$ cat src/rtl/rej_uniform_sampler_if.sv
// Stream-in / RAM-write-out bundle for rej_uniform_sampler.
// in_valid/in_ready: a beat transfers on a rising clk edge where both are high; in_data is held stable while in_valid is high and the beat is not yet taken.
interface rej_uniform_sampler_if #(
    parameter int COEF_W = 12,
    parameter int CPW    = 8,
    parameter int ADDR_W = 8
);
    logic                     in_valid;
    logic [23:0]              in_data;
    logic                     in_ready;
    logic                     enw;
    logic [ADDR_W-1:0]        waddr;
    logic [CPW*COEF_W-1:0]    dout;

    // Environment side: XOF source and RAM sink.
    modport master (
        output in_valid, in_data,
        input  in_ready, enw, waddr, dout
    );

    // Sampler side.
    modport slave (
        input  in_valid, in_data,
        output in_ready, enw, waddr, dout
    );
endinterface

$ cat src/rtl/rej_uniform_sampler.sv
// Rejection sampler: SHAKE-128 beats -> uniform coefficients mod Q packed CPW per RAM word.
// Define REJ_SAMPLER_STATS_EN to build the saturating rejected-candidate counter on rej_count.
module rej_uniform_sampler #(
    parameter int COEF_W  = 12,
    parameter int Q       = 3329,
    parameter int CPW     = 8,
    parameter int N_COEFS = 256,
    parameter int ADDR_W  = 8
) (
    input  logic                        clk,
    input  logic                        rst_n,
    input  logic                        start,
    input  logic [ADDR_W-1:0]           ram_w_start_offset,
    rej_uniform_sampler_if.slave        bus,
    output logic                        busy,
    output logic                        done,
    output logic [15:0]                 rej_count,
    output logic [1:0]                  state_dbg
);
    localparam int SLOT_W = (CPW > 1) ? $clog2(CPW) : 1;
    localparam int CNT_W  = $clog2(N_COEFS + 1);
    localparam logic [SLOT_W-1:0] LAST_SLOT = SLOT_W'(CPW - 1);
    localparam logic [12:0]       Q_L       = 13'(Q);

    typedef enum logic [1:0] {
        IDLE   = 2'd0,
        SAMPLE = 2'd1,
        DONE   = 2'd2
    } state_t;

    state_t                         state_q, state_d;
    logic [CPW-1:0][COEF_W-1:0]     pack_q, pack_d, word_d;
    logic [SLOT_W-1:0]              slot_q, slot_d, slot_t;
    logic [CNT_W-1:0]               coef_q, coef_d;
    logic [ADDR_W-1:0]              word_cnt_q, offset_q, waddr_q;
    logic [CPW*COEF_W-1:0]          dout_q;
    logic                           enw_q, done_q, wr_d;
    logic [11:0]                    d1, d2;
    logic                           acc1, acc2_raw, acc2, last_coef, fire, start_acc;

    // Two 12-bit candidates per beat: d1 = b0 | b1[3:0]<<8, d2 = b1[7:4] | b2<<4.
    assign d1        = bus.in_data[11:0];
    assign d2        = bus.in_data[23:12];
    assign acc1      = ({1'b0, d1} < Q_L);
    assign acc2_raw  = ({1'b0, d2} < Q_L);
    assign last_coef = (coef_q == CNT_W'(N_COEFS - 1));
    // When d1 completes the polynomial, d2 is dropped without counting as a rejection.
    assign acc2      = acc2_raw && !(last_coef && acc1);

    assign bus.in_ready = (state_q == SAMPLE);
    assign fire         = bus.in_valid && (state_q == SAMPLE);
    assign start_acc    = start && (state_q == IDLE);
    assign coef_d       = coef_q + CNT_W'(acc1) + CNT_W'(acc2);

    assign bus.enw   = enw_q;
    assign bus.waddr = waddr_q;
    assign bus.dout  = dout_q;
    assign busy      = (state_q != IDLE);
    assign done      = done_q;
    assign state_dbg = state_q;

    // Pack accepted candidates; a word leaves the moment its last slot fills, so a
    // second candidate in the same beat lands in slot 0 of the following word.
    always_comb begin
        pack_d = pack_q;
        word_d = pack_q;
        slot_t = slot_q;
        wr_d   = 1'b0;
        if (fire) begin
            if (acc1) begin
                pack_d[slot_t] = COEF_W'(d1);
                if (slot_t == LAST_SLOT) begin
                    wr_d   = 1'b1;
                    word_d = pack_d;
                    slot_t = '0;
                end else begin
                    slot_t = slot_t + 1'b1;
                end
            end
            if (acc2) begin
                pack_d[slot_t] = COEF_W'(d2);
                if (slot_t == LAST_SLOT) begin
                    wr_d   = 1'b1;
                    word_d = pack_d;
                    slot_t = '0;
                end else begin
                    slot_t = slot_t + 1'b1;
                end
            end
        end
        slot_d = slot_t;
    end

    // DONE spans two cycles: the final write, then the done pulse.
    always_comb begin
        state_d = state_q;
        case (state_q)
            IDLE:    if (start) state_d = SAMPLE;
            SAMPLE:  if (fire && (coef_d == CNT_W'(N_COEFS))) state_d = DONE;
            DONE:    if (done_q) state_d = IDLE;
            default: state_d = IDLE;
        endcase
    end

    always_ff @(posedge clk or negedge rst_n) begin
        if (!rst_n) begin
            state_q    <= IDLE;
            pack_q     <= '0;
            slot_q     <= '0;
            coef_q     <= '0;
            word_cnt_q <= '0;
            offset_q   <= '0;
            enw_q      <= 1'b0;
            waddr_q    <= '0;
            dout_q     <= '0;
            done_q     <= 1'b0;
        end else begin
            state_q <= state_d;
            done_q  <= (state_q == DONE) && !done_q;
            enw_q   <= wr_d;
            if (start_acc) begin
                pack_q     <= '0;
                slot_q     <= '0;
                coef_q     <= '0;
                word_cnt_q <= '0;
                offset_q   <= ram_w_start_offset;
            end else if (fire) begin
                pack_q <= pack_d;
                slot_q <= slot_d;
                coef_q <= coef_d;
                if (wr_d) begin
                    waddr_q    <= offset_q + word_cnt_q;
                    dout_q     <= word_d;
                    word_cnt_q <= word_cnt_q + 1'b1;
                end
            end
        end
    end

`ifdef REJ_SAMPLER_STATS_EN
    logic [15:0] rej_q;
    logic [1:0]  rej_inc;

    assign rej_inc = {1'b0, ~acc1} + {1'b0, ~acc2_raw};

    always_ff @(posedge clk or negedge rst_n) begin
        if (!rst_n) begin
            rej_q <= '0;
        end else if (start_acc) begin
            rej_q <= '0;
        end else if (fire) begin
            if (rej_q > (16'hFFFF - {14'd0, rej_inc})) rej_q <= 16'hFFFF;
            else rej_q <= rej_q + {14'd0, rej_inc};
        end
    end

    assign rej_count = rej_q;
`else
    assign rej_count = '0;
`endif
endmodule

$ cat src/flat_wrapper.sv
// flat-port wrapper written by rule: the top's interface ports become plain ports
module rej_uniform_sampler_flat 
#(
    parameter int COEF_W  = 12,
    parameter int Q       = 3329,
    parameter int CPW     = 8,
    parameter int N_COEFS = 256,
    parameter int ADDR_W  = 8
)
  (clk, rst_n, start, ram_w_start_offset, busy, done, rej_count, state_dbg, bus_in_valid, bus_in_data, bus_in_ready, bus_enw, bus_waddr, bus_dout);
  rej_uniform_sampler_if #(.COEF_W(COEF_W), .CPW(CPW), .ADDR_W(ADDR_W)) bus_i ();
  input  logic clk;
  input  logic rst_n;
  input  logic start;
  input  logic [ADDR_W-1:0] ram_w_start_offset;
  output logic busy;
  output logic done;
  output logic [15:0] rej_count;
  output logic [1:0] state_dbg;
  input wire logic [$bits(bus_i.in_valid)-1:0] bus_in_valid;
  input wire logic [$bits(bus_i.in_data)-1:0] bus_in_data;
  output wire logic [$bits(bus_i.in_ready)-1:0] bus_in_ready;
  output wire logic [$bits(bus_i.enw)-1:0] bus_enw;
  output wire logic [$bits(bus_i.waddr)-1:0] bus_waddr;
  output wire logic [$bits(bus_i.dout)-1:0] bus_dout;
  assign bus_i.in_valid = bus_in_valid;
  assign bus_i.in_data = bus_in_data;
  assign bus_in_ready = bus_i.in_ready;
  assign bus_enw = bus_i.enw;
  assign bus_waddr = bus_i.waddr;
  assign bus_dout = bus_i.dout;
  rej_uniform_sampler #(.COEF_W(COEF_W), .Q(Q), .CPW(CPW), .N_COEFS(N_COEFS), .ADDR_W(ADDR_W)) u_core (.clk(clk), .rst_n(rst_n), .start(start), .ram_w_start_offset(ram_w_start_offset), .bus(bus_i), .busy(busy), .done(done), .rej_count(rej_count), .state_dbg(state_dbg));
endmodule
$ cat config.mk
export PLATFORM = sky130hd
export DESIGN_NAME = rej_uniform_sampler_flat
export DESIGN_NICKNAME = d
export VERILOG_FILES = /design/src/rtl/rej_uniform_sampler_if.sv /design/src/rtl/rej_uniform_sampler.sv /design/src/flat_wrapper.sv
export SDC_FILE = /design/constraint.sdc
export NUM_CORES = 1
export LEC_CHECK = 0
export ABC_CLOCK_PERIOD_IN_PS = 4600
export BUFFER_PORTS_ARGS = -buffer_cell sky130_fd_sc_hd__buf_4
export CELL_PAD_IN_SITES_DETAIL_PLACEMENT = 0
export CELL_PAD_IN_SITES_GLOBAL_PLACEMENT = 1
export CORE_MARGIN = 4
export CORE_UTILIZATION = 46
export DETAILED_ROUTE_END_ITERATION = 7
export GPL_TIMING_DRIVEN = 0
export PLACE_DENSITY_LB_ADDON = 0.12
export SYNTH_ARGS = -nofsm -noshare
export SYNTH_HDL_FRONTEND = slang
export SYNTH_SLANG_ARGS = --single-unit
$ cat constraint.sdc
create_clock -name clk -period 4.6 [get_ports clk]
set_input_delay 0.23 -clock clk [delete_from_list [all_inputs] [get_ports clk]]
set_output_delay 0.23 -clock clk [all_outputs]
set_load 0.1 [all_outputs]
# Yosys cells after proc, flatten, opt, wreduce, memory -nomap -nowiden
# Index checks and enable logic that the tools add are counted.
# W data, S select, Z words.
[classes] n_addsub=6 multipliers=0 div=0 order_cmp=6 eq_ne=9 shift=0 muxes=36 bitwise=1 n_reduce_logical=17
[op_table] op="$mux W96" n=9
[op_table] op="$bwmux W96" n=2
[op_table] op="$demux W12 S3" n=2
[op_table] op="$lt A12 B12 Y1 const B" n=2
[op_table] op="$mux W12" n=2
[op_table] op="$mux W8" n=3
[op_table] op="$mux W3" n=7
[op_table] op="$add A9 B1 Y9" n=2
[op_table] op="$mux W9" n=2
[op_table] op="$eq A9 B8 Y1 const B" n=1
[op_table] op="$eq A9 B9 Y1 const B" n=1
[op_table] op="$add A8 B1 Y8 const B" n=1
[op_table] op="$add A8 B8 Y8" n=1
[op_table] op="$logic_and A1 B1 Y1" n=8
[op_table] op="$lt A3 B4 Y1 const B" n=2
[op_table] op="$add A3 B1 Y3 const B" n=2
[op_table] op="$eq A3 B3 Y1 const B" n=2
[op_table] op="$ge A3 B1 Y1 const B" n=2
[op_table] op="$mux W2" n=3
[op_table] op="$pmux W2 S3" n=1
[op_table] op="$reduce_and A3 Y1" n=2
[op_table] op="$reduce_bool A2 Y1" n=3
[op_table] op="$mux W1" n=5
[op_table] op="$ne A2 B1 Y1 const B" n=2
[op_table] op="other kinds (7)" n=8
[totals] reg_bits=232 latchBits=0 ramBits=0 mem_bits_ro=0 in_bits=36 out_inout_bits=126 n_memories=0

# Logic depth before layout (Yosys ltp)
[depth] depth_word=12 depth_mapped=19

# Worst setup path after synthesis
# No wires, ideal clock.
[synth_timing] kind="register -> register" from="reg u_core.state_q[0], in the netlist u_core.state_dbg[0]" to="reg u_core.dout_q[0], in the netlist u_core.bus.dout[0]" t_arrival_ns=4.041 required_time_ns=4.474 path_slack_ns=0.433 stages_incl_launch_ff=10 n_path_buf=3 period_less_slack_ns=4.167 cell_sequence="dfrtp_1 -> nor2b_1 -> nand2_1 -> nor2_1 -> and3_1 -> buf_2 -> nor2_4 -> buf_4 -> buf_4 -> a221o_1"
[synth_via] elab_chain_cells=4 word_cells_on_any_way=7
[synth_rtl] element="start, declared" line_no="rej_uniform_sampler.sv:31" rtl="state_t state_q, state_d;"
[synth_rtl] element="start signal, assigned" line_no="rej_uniform_sampler.sv:118" rtl="state_q <= state_d;"
[synth_rtl] element="$eq A2 B1 Y1 (*)"
[synth_rtl] element="named net bus_in_ready" line_no="flat_wrapper.sv:22" rtl="output wire logic [$bits(bus_i.in_ready)-1:0] bus_in_ready;"
[synth_rtl] element="$logic_and A1 B1 Y1 (*)" line_no="rej_uniform_sampler.sv:51" rtl="assign fire = bus.in_valid && (state_q == SAMPLE);"
[synth_rtl] element="$mux W1" line_no="rej_uniform_sampler.sv:69" rtl="if (fire) begin"
[synth_rtl] element="$reduce_and A3 Y1 (no line) (*)"
[synth_rtl] element="end signal, assigned" line_no="rej_uniform_sampler.sv:133" rtl="dout_q <= word_d;"
[synth_rtl] element="end, declared" line_no="rej_uniform_sampler.sv:36" rtl="logic [CPW*COEF_W-1:0] dout_q;"
# Mark *: on every way through the listed nets, which the timed path passes. The rest lies on a longest branch.
# A chain may end at the register's enable or synchronous reset.

# Final worst setup path
[layout_timing] from="reg u_core.coef_q[3]" to="reg u_core.state_q[0], in the netlist u_core.state_dbg[0]"
[layout_via] elab_chain_cells=9 word_cells_on_any_way=10
[layout_rtl] element="start, declared" line_no="rej_uniform_sampler.sv:34" rtl="logic [CNT_W-1:0] coef_q, coef_d;"
[layout_rtl] element="start signal, assigned" line_no="rej_uniform_sampler.sv:130" rtl="coef_q <= coef_d;"
[layout_rtl] element="branches (longest 4 deep; another with $add A9 B1 Y9)"
[layout_rtl] element="$add A9 B1 Y9 (*)" line_no="rej_uniform_sampler.sv:53" rtl="assign coef_d = coef_q + CNT_W'(acc1) + CNT_W'(acc2);"
[layout_rtl] element="$eq A9 B9 Y1 (*)" line_no="rej_uniform_sampler.sv:99" rtl="SAMPLE: if (fire && (coef_d == CNT_W'(N_COEFS))) state_d = DONE;"
[layout_rtl] element="$logic_and A1 B1 Y1 (*)" line_no="rej_uniform_sampler.sv:99"
[layout_rtl] element="$ne A2 B1 Y1 (no line) (*)"
[layout_rtl] element="$reduce_and A3 Y1 (no line) (*)"
# Every way passes the cells marked *.

==> insert_results.sql <==
INSERT INTO impl_metrics (metric_group, metric, value, unit) VALUES
('timing', 'finalHoldViolCount', '0', ''),
('cts', 'cts-root-to-sink-buffers', '3', ''),
('timing', 'period_minus_slack', '4.39', 'ns'),
('synthesis', 'ys_warn_count', '0', ''),
('routing', 'via_per_inst', '6.47', ''),
('floorplanning', 'die_width', '190', 'um'),
('routing', 'drc_errors', '0', ''),
('timing', 'max_clock_freq', '0.228', 'GHz'),
('timing', 'actual_slew_at_the_worst_max_slew_pin', '1.35', 'ns'),
('timing', 'rsz0062_at_grt', 'no', ''),
('timing', 'fin_skew', '0.00929', 'ns'),
('finish', 'final_core_utilization', '55.3', '%'),
('global_route', 'grt_max_degree', '95', ''),
('power_and_ir_drop', 'totalPowerFinal', '14000', 'uW'),
('routing', 'route.vias.total', '15100', ''),
('power_and_ir_drop', 'power_per_cell_area', '774', 'nW/um^2'),
('finish', 'layout.nets', '1925', ''),
('routing', 'first_pass_iters', '5', ''),
('routing', 'avg_wl_per_cell', '29.6', 'um'),
('setup_path', 'worst_setup_path_start_kind', 'register', ''),
('floorplanning', 'ioPinCount', '162', ''),
('finish', 'antennaDiodeCount', '0', ''),
('global_route', 'grt.total_usage', '37.1', '%'),
('cts', 'clkSinkCount', '232', ''),
('routing', 'finalWirelength', '69.3', 'mm'),
('global_route', 'overflow', '0', ''),
('hold_path', 'worst_hold_check_path_type', 'input port to register', ''),
('cts', 'worstSkewPairLatency', '0.57', 'ns'),
('cts', 'cts_max_level', '1', ''),
('setup_path', 'critical_path_data_required_time', '5.01', 'ns'),
('timing', 'timing.max_slew.rel_slack', '10.1', '%'),
('floorplanning', 'rows', '66', ''),
('floorplanning', 'die_h', '190', 'um'),
('global_route', 'grt_pass1_vias', '14900', ''),
('timing', 'layout_worst_path_cycle_share', '95.5', '%'),
('floorplanning', 'start_util', '46.8', '%'),
('finish', 'layout-drive-gt1-share', '19.0', '%'),
('setup_path', 'crit_path_max_incr_delay', '0.89', 'ns'),
('finish', 'cell_count_final_fillers_out', '2339', ''),
('hold_path', 'worst_hold_path.num_cells', '4', ''),
('synthesis', 'synth_enable_flop_cells', '0', ''),
('cts', 'cts.clk_slew.worst_paths', '0.06', 'ns'),
('synthesis', 'synth-main-ff-cell', 'dfrtp_1', ''),
('timing', 'timing.final.setup_violations', '0', ''),
('setup_path', 'endpoint_kind', 'register', ''),
('setup_path', 'slowest_stage', 'nor4_2', ''),
('timing', 'final-max-slew-violation-count', '0', ''),
('floorplanning', 'core', '32700', 'um^2'),
('flow_run', 'cap_violations', '0', ''),
('cts', 'tritoncts', 'yes', ''),
('synthesis', 'synth_area', '15300', 'um^2'),
('setup_path', 'cp_cell_sequence', 'buf_2 > nand2_1 > or3_4 > nor4_2 > nor2_1 > inv_1 > fa_1 > inv_1 > ha_1 > nand2_1 > nor2_1 > or4b_2 > o32ai_1 > and3_1 > o21ai_0', ''),
('synthesis', 'seq_area_frac_synth', '38.0', '%'),
('power_and_ir_drop', 'p_leak', '0.00831', 'uW'),
('timing', 'fin_setup_tns', '0', 'ns'),
('setup_path', 'timing.reg2reg.worst_path_depth', '15', ''),
('run_status', 'outcome', 'completed', ''),
('global_route', 'first_pass_grt_wire_length', '100', 'mm'),
('routing', 'starting_drc_count_in_detailed_routing', '1434', ''),
('placement', 'io_buffer_count', '133', ''),
('synthesis', 'async_s_r_ff_share_synth', '100', '%'),
('synthesis', 'synth.ff_latch_count', '232', ''),
('finish', 'final_common_cell', 'dfrtp_1', ''),
('synthesis', 'synth.avg_cell_area', '9.08', 'um^2'),
('placement', 'dp_cells', '2276', ''),
('finish', 'area_delta_synth_final', '18.3', '%'),
('finish', 'layout_common_cells', 'dfrtp_1 (232), nand2_1 (195), mux2i_1 (176)', ''),
('placement', 'dp_hpwl', '46.9', 'mm'),
('synthesis', 'synth.distinct_cells', '81', ''),
('power_and_ir_drop', 'vdd_ir_drop_max', '0.747', 'mV'),
('placement', 'place.gp.congestion', '1.04', ''),
('global_route', 'initial_antenna_violation_count', '2', ''),
('synthesis', 'synthesis.instances', '1684', ''),
('cts', 'clockRootBuffer', 'clkbuf_16', ''),
('setup_path', 'critPathKind', 'register to register', ''),
('routing', 'antenna_violating_nets_post_route', '0', ''),
('setup_path', 'arrival', '4.81', 'ns'),
('setup_path', 'critical_path_peak_fanout', '9', ''),
('floorplanning', 'design.die.area', '36200', 'um^2'),
('cts', 'cts_made_buffers', '29', '');
[logic make-up (layout without fill, tap and decap cells)]
| logic type | count (synthesis) | after routing | share of synthesized area, % |
|---|---|---|---|
| AOI/OAI and AO/OA | 497 | 497 | 22.6 |
| xor gates and xnor gates | 7 | 7 | 0.401 |
| adders and majority gates | 15 | 15 | 1.33 |
| buffers and inverters | 218 | 416 | 6.49 |
| DFF | 232 | 232 | 38.0 |
| muxes | 252 | 252 | 17.2 |
| other | 1 | 16 | 0.0245 |
| and+or+nand+nor | 462 | 462 | 14.0 |
[registers in the layout (all words and copies together) (netlist names)]
register and count:
u_core.coef_q 9, u_core.slot_q 3, u_core.word_cnt_q 8, u_core.bus.enw 1, u_core.pack_q 96, u_core.bus.waddr 8
u_core.done 1, u_core.bus.dout 96, u_core.state_dbg 2, u_core.offset_q 8
[critical path, delay by kind of cell, from the launching register on]
kind / cells / cell delay (ns)
flops: 1 / 0.32
buf+inv: 3 / 0.47
simple gates: 8 / 2.64
compound gates: 2 / 0.25
fa+ha+maj: 2 / 0.55
[routing by layer]
metal  track usage [%]  vias up  share of wire [%]
met5                 0        -              0.033
met4              19.5        4                6.4
met3              11.4      230                 11
met2              56.9      856                 44
met1              47.2     7467                 39
li1                  -     6578                  -
[power by group]
part           internal, uW  total, uW  switching, uW
sequential             2840       3570            731
clock                  1500       2470            968
combinational          2550       7970           5430
[timing repair]
item / in CTS / in global routing
endpoints found under the hold margin: 72 / 0
setup endpoints to repair: 0 / 84
setup buffers: 0 / 0
hold buffers: 9 / 0
resized for setup: 0 / 12
[final timing paths]
path | from | end | slack (ns)
worst max register to register | u_core.coef_q[3] | u_core.state_dbg[0] | 0.21
worst max-delay path | u_core.coef_q[3] | u_core.state_dbg[0] | 0.21
min in group asynchronous | rst_n | u_core.bus.dout[76] | 0.21
worst min-delay path | start | u_core.word_cnt_q[7] | 0.10
max in group asynchronous | rst_n | u_core.bus.dout[53] | 3.46
worst min register to register | u_core.done | u_core.done | 0.45
[Yosys cell counts, drive strengths merged (8+ instances only)]
cell type / number / share of area (%)
clkbuf: 124 / 3.1
inv: 25 / 0.61
a221o: 56 / 3.7
mux2i: 176 / 12
a221oi: 11 / 0.63
a21oi: 61 / 2.0
nor4: 8 / 0.49
a22o: 44 / 2.5
nor3: 20 / 0.86
mux2: 76 / 5.7
o22a: 8 / 0.46
ha: 13 / 1.1
o21ai: 164 / 5.4
and3: 45 / 1.8
nand2: 195 / 4.8
a211oi: 18 / 0.88
o22ai: 31 / 1.3
a211o: 27 / 1.5
o221ai: 16 / 0.92
buf: 69 / 2.8
dfrtp: 232 / 38
o211ai: 17 / 0.87
nor2: 119 / 3.0
nand3: 36 / 1.2
[layout make-up]
cell class | instances | area [um^2]
repair buffers | 144 | 1150
fillers | 3077 | 14600
clock inverters | 8 | 121
plain buffers | 193 | 906
flip-flops and latches | 232 | 5810
well taps | 442 | 553
inverters | 25 | 93.8
clock buffers | 46 | 900
multi-input cells | 1249 | 8570
[through the flow]
step           hold WS (ns)  cell area [um^2]  worst slack (ns)
2_1_floorplan       -0.0656             15400             0.433
3_3_place_gp          0.421             16900            -0.480
3_5_place_dp          0.231             17000            -0.533
4_1_cts              0.0900             18100            0.0632
5_1_grt               0.139             18100            0.0135
6_report              0.104             18100             0.205
(Power assumes the default switching activity.)
